## src/rtl/gen3_scr_pkg.sv

```systemverilog
// Shared constants and the Galois LFSR step used by every scrambler lane.
// G(X) = X^23 + X^21 + X^16 + X^8 + X^5 + X^2 + 1; the serial output is bit 22.
package gen3_scr_pkg;

  localparam int LFSR_W = 23;
  localparam int KS_MAX = 32;
  localparam logic [LFSR_W-1:0] LFSR_TAPS = 23'h210125;

  localparam logic [LFSR_W-1:0] SEED [0:7] = '{
    23'h1DBFBC, 23'h0607BB, 23'h1EC760, 23'h18C0DB,
    23'h010F12, 23'h19CFC9, 23'h0277CE, 23'h1BB807
  };

  localparam logic [1:0] SYNC_DATA = 2'b10;
  localparam logic [1:0] SYNC_OS   = 2'b01;
  localparam logic [7:0] SYM_SKP   = 8'hAA;
  localparam logic [7:0] SYM_EIEOS = 8'h00;

  localparam logic [2:0] ST_IDLE  = 3'd0;
  localparam logic [2:0] ST_DATA  = 3'd1;
  localparam logic [2:0] ST_OS    = 3'd2;
  localparam logic [2:0] ST_SKP   = 3'd3;
  localparam logic [2:0] ST_EIEOS = 3'd4;

  typedef struct packed {
    logic [LFSR_W-1:0] next_state;
    logic [KS_MAX-1:0] keystream;
  } lfsr_res_t;

  // Keystream bit i is the serial output after i shifts; bits at or above nbits stay zero.
  function automatic lfsr_res_t lfsr_adv(input logic [LFSR_W-1:0] state, input int nbits);
    lfsr_res_t         res;
    logic [LFSR_W-1:0] s;
    s = state;
    res.keystream = '0;
    for (int i = 0; i < KS_MAX; i++) begin
      if (i < nbits) begin
        res.keystream[i] = s[LFSR_W-1];
        s = {s[LFSR_W-2:0], 1'b0} ^ (s[LFSR_W-1] ? LFSR_TAPS : '0);
      end
    end
    res.next_state = s;
    return res;
  endfunction

endpackage

```

## src/rtl/gen3_scr_lane.sv

```systemverilog
// One lane: LFSR register advanced DATA_WIDTH shifts per beat, reseedable, with optional XOR.
module gen3_scr_lane
  import gen3_scr_pkg::*;
#(
  parameter int                DATA_WIDTH = 32,
  parameter logic [LFSR_W-1:0] SEED_VAL   = 23'h1DBFBC
) (
  input  logic                  pclk,
  input  logic                  reset,
  input  logic                  load_seed,
  input  logic                  adv,
  input  logic                  xor_en,
  input  logic [DATA_WIDTH-1:0] din,
  output logic [DATA_WIDTH-1:0] dout
);

  logic [LFSR_W-1:0] lfsr;
  lfsr_res_t         adv_res;
  logic              unused_ks;

  assign adv_res   = lfsr_adv(lfsr, DATA_WIDTH);
  assign unused_ks = ^adv_res.keystream;
  assign dout      = xor_en ? (din ^ adv_res.keystream[DATA_WIDTH-1:0]) : din;

  always_ff @(posedge pclk) begin
    if (reset || load_seed) begin
      lfsr <= SEED_VAL;
    end else if (adv) begin
      lfsr <= adv_res.next_state;
    end
  end

endmodule

```

## src/rtl/gen3_scrambler_multilane.sv

```systemverilog
// Multi-lane 128b/130b scrambler / descrambler: block-type FSM, beat counter and
// one registered output stage in front of per-lane LFSRs.
module gen3_scrambler_multilane
  import gen3_scr_pkg::*;
#(
  parameter int LANES      = 4,
  parameter int DATA_WIDTH = 32
) (
  input  logic                        pclk,
  input  logic                        reset,
  input  logic                        in_valid,
  input  logic [LANES*DATA_WIDTH-1:0] in_data,
  input  logic [1:0]                  in_sync_hdr,
  input  logic                        in_block_start,
  input  logic                        bypass,
  output logic                        out_valid,
  output logic [LANES*DATA_WIDTH-1:0] out_data,
  output logic [1:0]                  out_sync_hdr,
  output logic                        out_block_start,
  output logic                        align_err
);

  localparam int BEATS = 128 / DATA_WIDTH;
  localparam int CNT_W = $clog2(BEATS);

  logic [2:0]                  state;
  logic [2:0]                  blk_type;
  logic [2:0]                  cur_type;
  logic [CNT_W-1:0]            beat_cnt;
  logic [CNT_W-1:0]            eff_cnt;
  logic                        viol;
  logic                        last_beat;
  logic                        lane_load;
  logic                        lane_adv;
  logic                        lane_xor;
  logic [LANES*DATA_WIDTH-1:0] lane_dout;

  // Block type implied by this beat's header, used only when it opens a block.
  always_comb begin
    blk_type = ST_IDLE;
    if (in_sync_hdr == SYNC_DATA) begin
      blk_type = ST_DATA;
    end else if (in_sync_hdr == SYNC_OS) begin
      if (in_data[7:0] == SYM_SKP)        blk_type = ST_SKP;
      else if (in_data[7:0] == SYM_EIEOS) blk_type = ST_EIEOS;
      else                                blk_type = ST_OS;
    end
  end

  // A misplaced block start is still honoured; a missing one drops to clear pass-through.
  always_comb begin
    cur_type = state;
    eff_cnt  = beat_cnt;
    viol     = 1'b0;
    if (in_block_start) begin
      cur_type = blk_type;
      eff_cnt  = '0;
      viol     = (beat_cnt != '0) || (blk_type == ST_IDLE);
    end else if (beat_cnt == '0) begin
      cur_type = ST_IDLE;
      viol     = 1'b1;
    end
  end

  assign last_beat = (eff_cnt == CNT_W'(BEATS - 1));
  assign lane_load = in_valid && (cur_type == ST_EIEOS) && last_beat;
  assign lane_adv  = in_valid && !lane_load &&
                     ((cur_type == ST_DATA) || (cur_type == ST_OS) || (cur_type == ST_EIEOS));
  assign lane_xor  = (cur_type == ST_DATA) && !bypass;

  for (genvar l = 0; l < LANES; l++) begin : g_lane
    gen3_scr_lane #(
      .DATA_WIDTH (DATA_WIDTH),
      .SEED_VAL   (SEED[l % 8])
    ) u_lane (
      .pclk      (pclk),
      .reset     (reset),
      .load_seed (lane_load),
      .adv       (lane_adv),
      .xor_en    (lane_xor),
      .din       (in_data[l*DATA_WIDTH +: DATA_WIDTH]),
      .dout      (lane_dout[l*DATA_WIDTH +: DATA_WIDTH])
    );
  end

  always_ff @(posedge pclk) begin
    if (reset) begin
      state    <= ST_IDLE;
      beat_cnt <= '0;
    end else if (in_valid) begin
      state    <= cur_type;
      beat_cnt <= last_beat ? '0 : eff_cnt + CNT_W'(1);
    end
  end

  // Output register stage: one pclk from in_* to out_*.
  always_ff @(posedge pclk) begin
    if (reset) begin
      out_valid       <= 1'b0;
      out_data        <= '0;
      out_sync_hdr    <= 2'b00;
      out_block_start <= 1'b0;
      align_err       <= 1'b0;
    end else begin
      out_valid       <= in_valid;
      out_block_start <= in_valid && in_block_start;
      align_err       <= in_valid && viol;
      if (in_valid) begin
        out_data     <= lane_dout;
        out_sync_hdr <= in_sync_hdr;
      end
    end
  end

endmodule

```

## config.mk

```make
export PLATFORM = sky130hd
export DESIGN_NAME = gen3_scrambler_multilane
export DESIGN_NICKNAME = d
export VERILOG_FILES = /design/src/rtl/gen3_scr_pkg.sv /design/src/rtl/gen3_scr_lane.sv /design/src/rtl/gen3_scrambler_multilane.sv
export SDC_FILE = /design/constraint.sdc
export NUM_CORES = 1
export LEC_CHECK = 0
export ABC_AREA = 1
export ABC_CLOCK_PERIOD_IN_PS = 2800
export CORE_ASPECT_RATIO = 1.25
export CORE_UTILIZATION = 52
export CTS_BUF_LIST = sky130_fd_sc_hd__clkbuf_2
export CTS_CLUSTER_SIZE = 25
export DETAILED_ROUTE_END_ITERATION = 8
export HOLD_SLACK_MARGIN = 0.1
export PLACE_DENSITY = 0.79
export SYNTH_ARGS = -nofsm -noshare
export SYNTH_HDL_FRONTEND = slang
export SYNTH_SLANG_ARGS = --single-unit
export TNS_END_PERCENT = 10
```

## constraint.sdc

```tcl
create_clock -name pclk -period 2.8 [get_ports pclk]
set_input_delay 0.56 -clock pclk [delete_from_list [all_inputs] [get_ports pclk]]
set_output_delay 0.56 -clock pclk [all_outputs]
set_load 0.05 [all_outputs]
```

# --- After elaboration in Yosys (flattened, before gate mapping) ---
# Index checks and enable logic that the tools add are counted.
totals:
  reg_bits: 230
  wordCells: 310
op_classes:
  n_addsub: 1
  eq_ne: 7
  n_mux: 142
  n_bitwise: 132
  reduce_logical: 17
ops:
  columns: ["cell", "n"]
  rows:
  - ["XOR 23 bit", 128]
  - ["2-to-1 mux 22 bit", 128]
  - ["2-to-1 mux 32 bit", 4]
  - ["XOR 32 bit", 4]
  - ["2-to-1 mux 3 bit", 6]
  - ["== test 8 bit, second input constant", 1]
  - ["zero test 8 bit", 1]
  - ["logical AND 1 bit", 7]
  - ["== test 2 bit, second input constant", 2]
  - ["logical OR 1 bit", 4]
  - ["2-to-1 mux 2 bit", 2]
  - ["== test 3 x 1 -> 1 bit, second input constant", 1]
  - ["== test 3 x 2 -> 1 bit, second input constant", 1]
  - ["== test 3 bit, second input constant", 1]
  - ["zero test 3 bit", 1]
  - ["adder 2 x 1 -> 2 bit, second input constant", 1]
  - ["== test 2 x 1 -> 1 bit, second input constant", 1]
  - ["zero test 1 bit", 2]
  - ["zero test 2 bit", 1]
  - ["2-to-1 mux 1 bit", 2]
  - ["nonzero test 2 bit", 1]

# --- Longest topological paths before layout ---
logic_depth:
  word_depth: 64
  mapped_depth: 32
  ltp_nobuf: 31

# --- Cells and area by module ---
# A second synthesis with hierarchy kept.
unflattened:
  hier_cells: 2801
  area_unflattened_um2: 20218.1
modules_own_cells:
  columns: ["mod", "n_inst", "cells_per_inst", "area_each_um2", "seq_area_each_um2"]
  rows:
  - ["gen3_scrambler_multilane", 1, 641, 4982.3, 2762.6]
  - ["gen3_scr_lane at g_lane[2].u_lane", 1, 550, 3892.5, 460.4]
  - ["gen3_scr_lane at g_lane[1].u_lane", 1, 542, 3862.5, 460.4]
  - ["gen3_scr_lane at g_lane[3].u_lane", 1, 526, 3782.4, 460.4]
  - ["gen3_scr_lane at g_lane[0].u_lane", 1, 542, 3698.5, 460.4]

# --- Least setup slack after synthesis ---
# No wires, ideal clock.
synth_path:
  path_kind: "flip-flop to flip-flop"
  start: "register g_lane[1].u_lane.lfsr[21]"
  end: "register g_lane[1].u_lane.lfsr[9]"
  arrival_ns: 2.886
  t_required_ns: 2.685
  slack_ns: -0.201
  stages_incl_launch_ff: 25
  path_buffers: 1
  path_cell_list: "dfxtp_1 buf_6 inv_2 nand2_2 nand2_2 xor2_2 inv_2 nand2_4 nand2_8 nand2_1 nand2_2 inv_2 nand3_4 nand2_8 nand2_4 nand3_2 nand2_4 or2_1 nand2_1 nand3_1 nand3_2 nand2_2 or2_1 nand3_1 nand2_1"
synth_via:
  elab_chain_cells: 46
  elab_cells_between_ends: 58
synth_rtl:
  columns: ["item", "line", "source"]
  rows:
  - ["from (decl)", "gen3_scr_lane.sv:17", "logic [LFSR_W-1:0] lfsr;"]
  - ["from (signal assigned)", "gen3_scr_lane.sv:29", "lfsr <= adv_res.next_state;"]
  - ["XOR 23 bit (*)", "gen3_scr_pkg.sv:39", "s = {s[LFSR_W-2:0], 1'b0} ^ (s[LFSR_W-1] ? LFSR_TAPS : '0);"]
  - ["2-to-1 mux 22 bit (*)", "gen3_scr_pkg.sv:39", null]
  - ["XOR 23 bit (*) (2 in a row)", "gen3_scr_pkg.sv:39", null]
  - ["2-to-1 mux 22 bit", "gen3_scr_pkg.sv:39", null]
  - ["XOR 23 bit (*) (2 in a row)", "gen3_scr_pkg.sv:39", null]
  - ["2-to-1 mux 22 bit", "gen3_scr_pkg.sv:39", null]
  - ["XOR 23 bit (*) (2 in a row)", "gen3_scr_pkg.sv:39", null]
  - ["2-to-1 mux 22 bit", "gen3_scr_pkg.sv:39", null]
  - ["[20 not listed]", null, null]
  - ["2-to-1 mux 22 bit", "gen3_scr_pkg.sv:39", null]
  - ["XOR 23 bit (*) (2 in a row)", "gen3_scr_pkg.sv:39", null]
  - ["2-to-1 mux 22 bit", "gen3_scr_pkg.sv:39", null]
  - ["XOR 23 bit (*) (2 in a row)", "gen3_scr_pkg.sv:39", null]
  - ["2-to-1 mux 22 bit", "gen3_scr_pkg.sv:39", null]
  - ["XOR 23 bit (*) (2 in a row)", "gen3_scr_pkg.sv:39", null]
  - ["2-to-1 mux 22 bit", "gen3_scr_pkg.sv:39", null]
  - ["XOR 23 bit (*) (5 in a row)", "gen3_scr_pkg.sv:39", null]
# Mark *: on every way between the ends. The rest lies on a longest branch, timed or not.
# A chain may end at the register's enable or synchronous reset.

# --- Worst setup path after layout ---
layout_path:
  start: "register g_lane[1].u_lane.lfsr[22]"
  end: "register g_lane[1].u_lane.lfsr[14]"
layout_via:
  elab_chain_cells: 44
  elab_cells_between_ends: 54
layout_rtl:
  columns: ["item", "line"]
  rows:
  - ["2-to-1 mux 22 bit (*)", "gen3_scr_pkg.sv:39"]
  - ["XOR 23 bit (*) (2 in a row)", "gen3_scr_pkg.sv:39"]
  - ["2-to-1 mux 22 bit", "gen3_scr_pkg.sv:39"]
  - ["XOR 23 bit (*) (2 in a row)", "gen3_scr_pkg.sv:39"]
  - ["2-to-1 mux 22 bit", "gen3_scr_pkg.sv:39"]
  - ["XOR 23 bit (*) (2 in a row)", "gen3_scr_pkg.sv:39"]
  - ["2-to-1 mux 22 bit", "gen3_scr_pkg.sv:39"]
  - ["XOR 23 bit (*) (2 in a row)", "gen3_scr_pkg.sv:39"]
  - ["[12 not listed]", null]
  - ["2-to-1 mux 22 bit", "gen3_scr_pkg.sv:39"]
  - ["XOR 23 bit (*) (2 in a row)", "gen3_scr_pkg.sv:39"]
  - ["2-to-1 mux 22 bit", "gen3_scr_pkg.sv:39"]
  - ["XOR 23 bit (*) (2 in a row)", "gen3_scr_pkg.sv:39"]
  - ["2-to-1 mux 22 bit", "gen3_scr_pkg.sv:39"]
  - ["XOR 23 bit (*) (2 in a row)", "gen3_scr_pkg.sv:39"]
  - ["2-to-1 mux 22 bit", "gen3_scr_pkg.sv:39"]
  - ["XOR 23 bit (*) (10 in a row)", "gen3_scr_pkg.sv:39"]
# Marks and branches as above.

==> reports/metrics.csv <==
metric,value,unit
vias,23787,
die_h,217.6,um
grt_overflow_total,0,
period_minus_slack,3938,ps
fillers,1933,
use_met1,41.29,%
syn_area_per_cell,7.053,um2
grt-busiest-layer,met2,
drtPass1Iterations,8,
path_cells,"inv_6, nand2_1, nand2_2, inv_4, nand3_4, nand3_4, nand3_4, nand3_4, nand2_8, buf_12, xnor2_4, inv_2, nand3_4, nand2_4, nand2_4, nand2_2, buf_4, xor2_2, xnor2_1, o21ai_0, inv_1",
wl_per_cell,21.45,um
timing.fmax,253.9,MHz
violations,setup timing,
totalWireLength,88.18,mm
numCtsBuffers,61,
critPathSlowestCell,xnor2_1,
hold_path_depth,3,
yosys_register_bits,230,
fp.coreArea,36500,um2
clkSinkCount,230,
drt_iter0_drc,2477,
worstMarginPinSlew,978.9,ps
use_met2,66.83,%
htreeDepth,2,
grt_first_pass_wirelength,113.4,mm
post_drt_via_cell_ratio,5.786,
drv_cap,0,
grt_max_degree,150,
crit_top_cell,nand3_4,
initial_core_util,52.98,%
reg2reg_slack,-1140,ps
syn_nets,2880,
path_buf_inv,6,
pin_count,268,
cp_max_fo,5,
post_route_cells_drive_above_1_share,41.25,%
place_ws,-772.5,ps
cts_max_path_buffers,3,
r2r-start,g_lane[1].u_lane.lfsr[22],
hold_end,out_data[85],
ys_types,40,
rr_endpoint,g_lane[1].u_lane.lfsr[14],
grt_pass1_vias,22053,
ant_nets,0,
ys_seq_area_share,23.81,%
period_share,140.7,%
cp_slowest_stage_delay,760,ps
path_clk_slew,130,ps
die_width,174.5,um
yosys_most_used_dff,dfxtp_1,
portBuffers,267,
status,finished with violations,
skew,94.25,ps
endpoint_kind,register,
cp.arrival,4930,ps
route.detailed.drc,0,
clock-root-buffer,clkbuf_2,
synth_enable_flop_cells,0,
hp-class,input pin to register,
crit_start,g_lane[1].u_lane.lfsr[22],
hold_viol,0,
use_met3,5.509,%
slew_headroom,34.27,%
ys_warn_count,0,
worstRegToRegCells,21,
netlist_area,19340,um2
async_reset_ff_share,0,%
place_hpwl,53.30,mm
antenna_found_initial,6,
dieArea,37970,um2
rsz0062_at_grt,true,
nNetsFinal,3724,
worstHoldStart,in_data[85],
grt_use_total,37.53,%
crit_type,register to register,
syn_inst,2742,
gp_congestion,0.9824,
rows,78,
critPathRequiredTime,3800,ps
worst_slack,-1138,ps
syn_to_final_growth,60.84,%
critPathLaunchType,register,
clkLatencyLatePin,1090,ps
slew_violations,0,
cts_tree,done,
cp_top_family,simple AND/OR/NAND/NOR gates,
setup_viol,148,
## registers in the layout, summed over array words and instances (netlist names)
name	flops
align_err	1
beat_cnt	2
g_lane.u_lane.lfsr	92
out_block_start	1
out_data	128
out_sync_hdr	2
out_valid	1
state	3
## metrics by stage
| step | TNS (ps) | hold WS, ps | instances | utilization [%] | instance area (um2) |
|---|---|---|---|---|---|
| 6_report | -84190 | 149.7 | 4111 | 85.22 | 31100 |
| 3_3_place_gp | -96810 | 451.5 | 3871 | 73.06 | 26670 |
| 5_1_grt | -102300 | 178.2 | 4108 | 85.20 | 31100 |
| 3_5_place_dp | -111330 | 467.2 | 3871 | 73.06 | 26670 |
| 2_1_floorplan | -6857 | 442.6 | 2742 | - | 19950 |
| 4_1_cts | -39610 | 155.5 | 4037 | 79.85 | 29140 |
## area by class of cell
class	count	area [um2]	area share, %
multi-input cells	2037	16080	51.71
repair buffers	877	7711	24.79
flip-flops and latches	230	4656	14.97
inverters	379	1491	4.795
well taps	480	600.6	1.931
clock buffers	85	425.4	1.368
clock inverters	19	126.4	0.4063
diodes	4	10.01	0.03218
## layout by cell type, fill, tap and decap left out, types with 94 or more instances in the layout
master / Yosys / final
buf_4: 3 / 560
nor2_1: 170 / 161
clkdlybuf4s50_1: 0 / 202
nand2_2: 112 / 141
nand3_2: 118 / 99
a21oi_1: 97 / 94
nand2_4: 76 / 163
nand3_1: 252 / 146
nand2_1: 529 / 389
dfxtp_1: 230 / 211
nand3_4: 24 / 149
xor2_1: 268 / 241
inv_1: 294 / 267
## worst min-delay path, cell delays in order
cell	delay, ps
clkdlybuf4s50_1	410
xor2_1	130
a21oi_1	70
## layer usage
layer | vias to the layer above | share of wire, %
li1 | 10419 | -
met1 | 11103 | 34
met2 | 1635 | 47
met3 | 624 | 8.7
met4 | 6 | 9.3
met5 | - | 0.040
## cells in the mapped netlist (all sizes together), types with 3 or more instances
master,count,area [um2]
a21oi,97,485.5
a31oi,4,25.02
buf,31,182.7
clkbuf,64,240.2
dfxtp,230,4604
ha,3,37.54
inv,377,1430
nand2,722,3642
nand3,394,2863
nand3b,15,116.4
nor2,170,638.1
nor3,11,55.05
o211ai,77,578.1
o21ai,129,645.6
o221ai,11,96.34
or2,25,156.4
xnor2,91,857.1
xor2,284,2641
## logic make-up (layout without fill, tap and decap cells)
kind of cell,Yosys count,in the layout,synth area share [%]
AND/OR/NAND/NOR,1340,1340,38.74
buffers and inverters,475,1360,9.666
XOR/XNOR,375,375,18.09
AO/OA/AOI/OAI,319,319,9.504
flip-flops,230,230,23.81
adder cells (fa/ha/maj),3,3,0.1941
other,0,4,0
## repair_timing
action | CTS | global route
setup endpoints to repair | 172 | 178
gates resized for setup | 346 | 305
setup buffers | 60 | 71
gates cloned | 0 | 0
pin swaps | 143 | 197
hold buffers | 2 | 0
endpoints found under the hold margin | 17 | 0
## how the worst max path moves through the flow
stage / depth (start not counted) / end / slack [ps]
after global routing: 21 / g_lane[1].u_lane.lfsr[14] / -1240
after detailed placement: 22 / g_lane[0].u_lane.lfsr[20] / -770
after floorplan: 28 / g_lane[1].u_lane.lfsr[9] / -160
after global placement: 21 / g_lane[0].u_lane.lfsr[20] / -620
after CTS: 27 / g_lane[0].u_lane.lfsr[9] / -460
final: 21 / g_lane[1].u_lane.lfsr[14] / -1140
Power of run 1 is left out: the tool's default activity adds up to more than one toggle a clock period on the data nets, which glitch-free logic cannot reach.
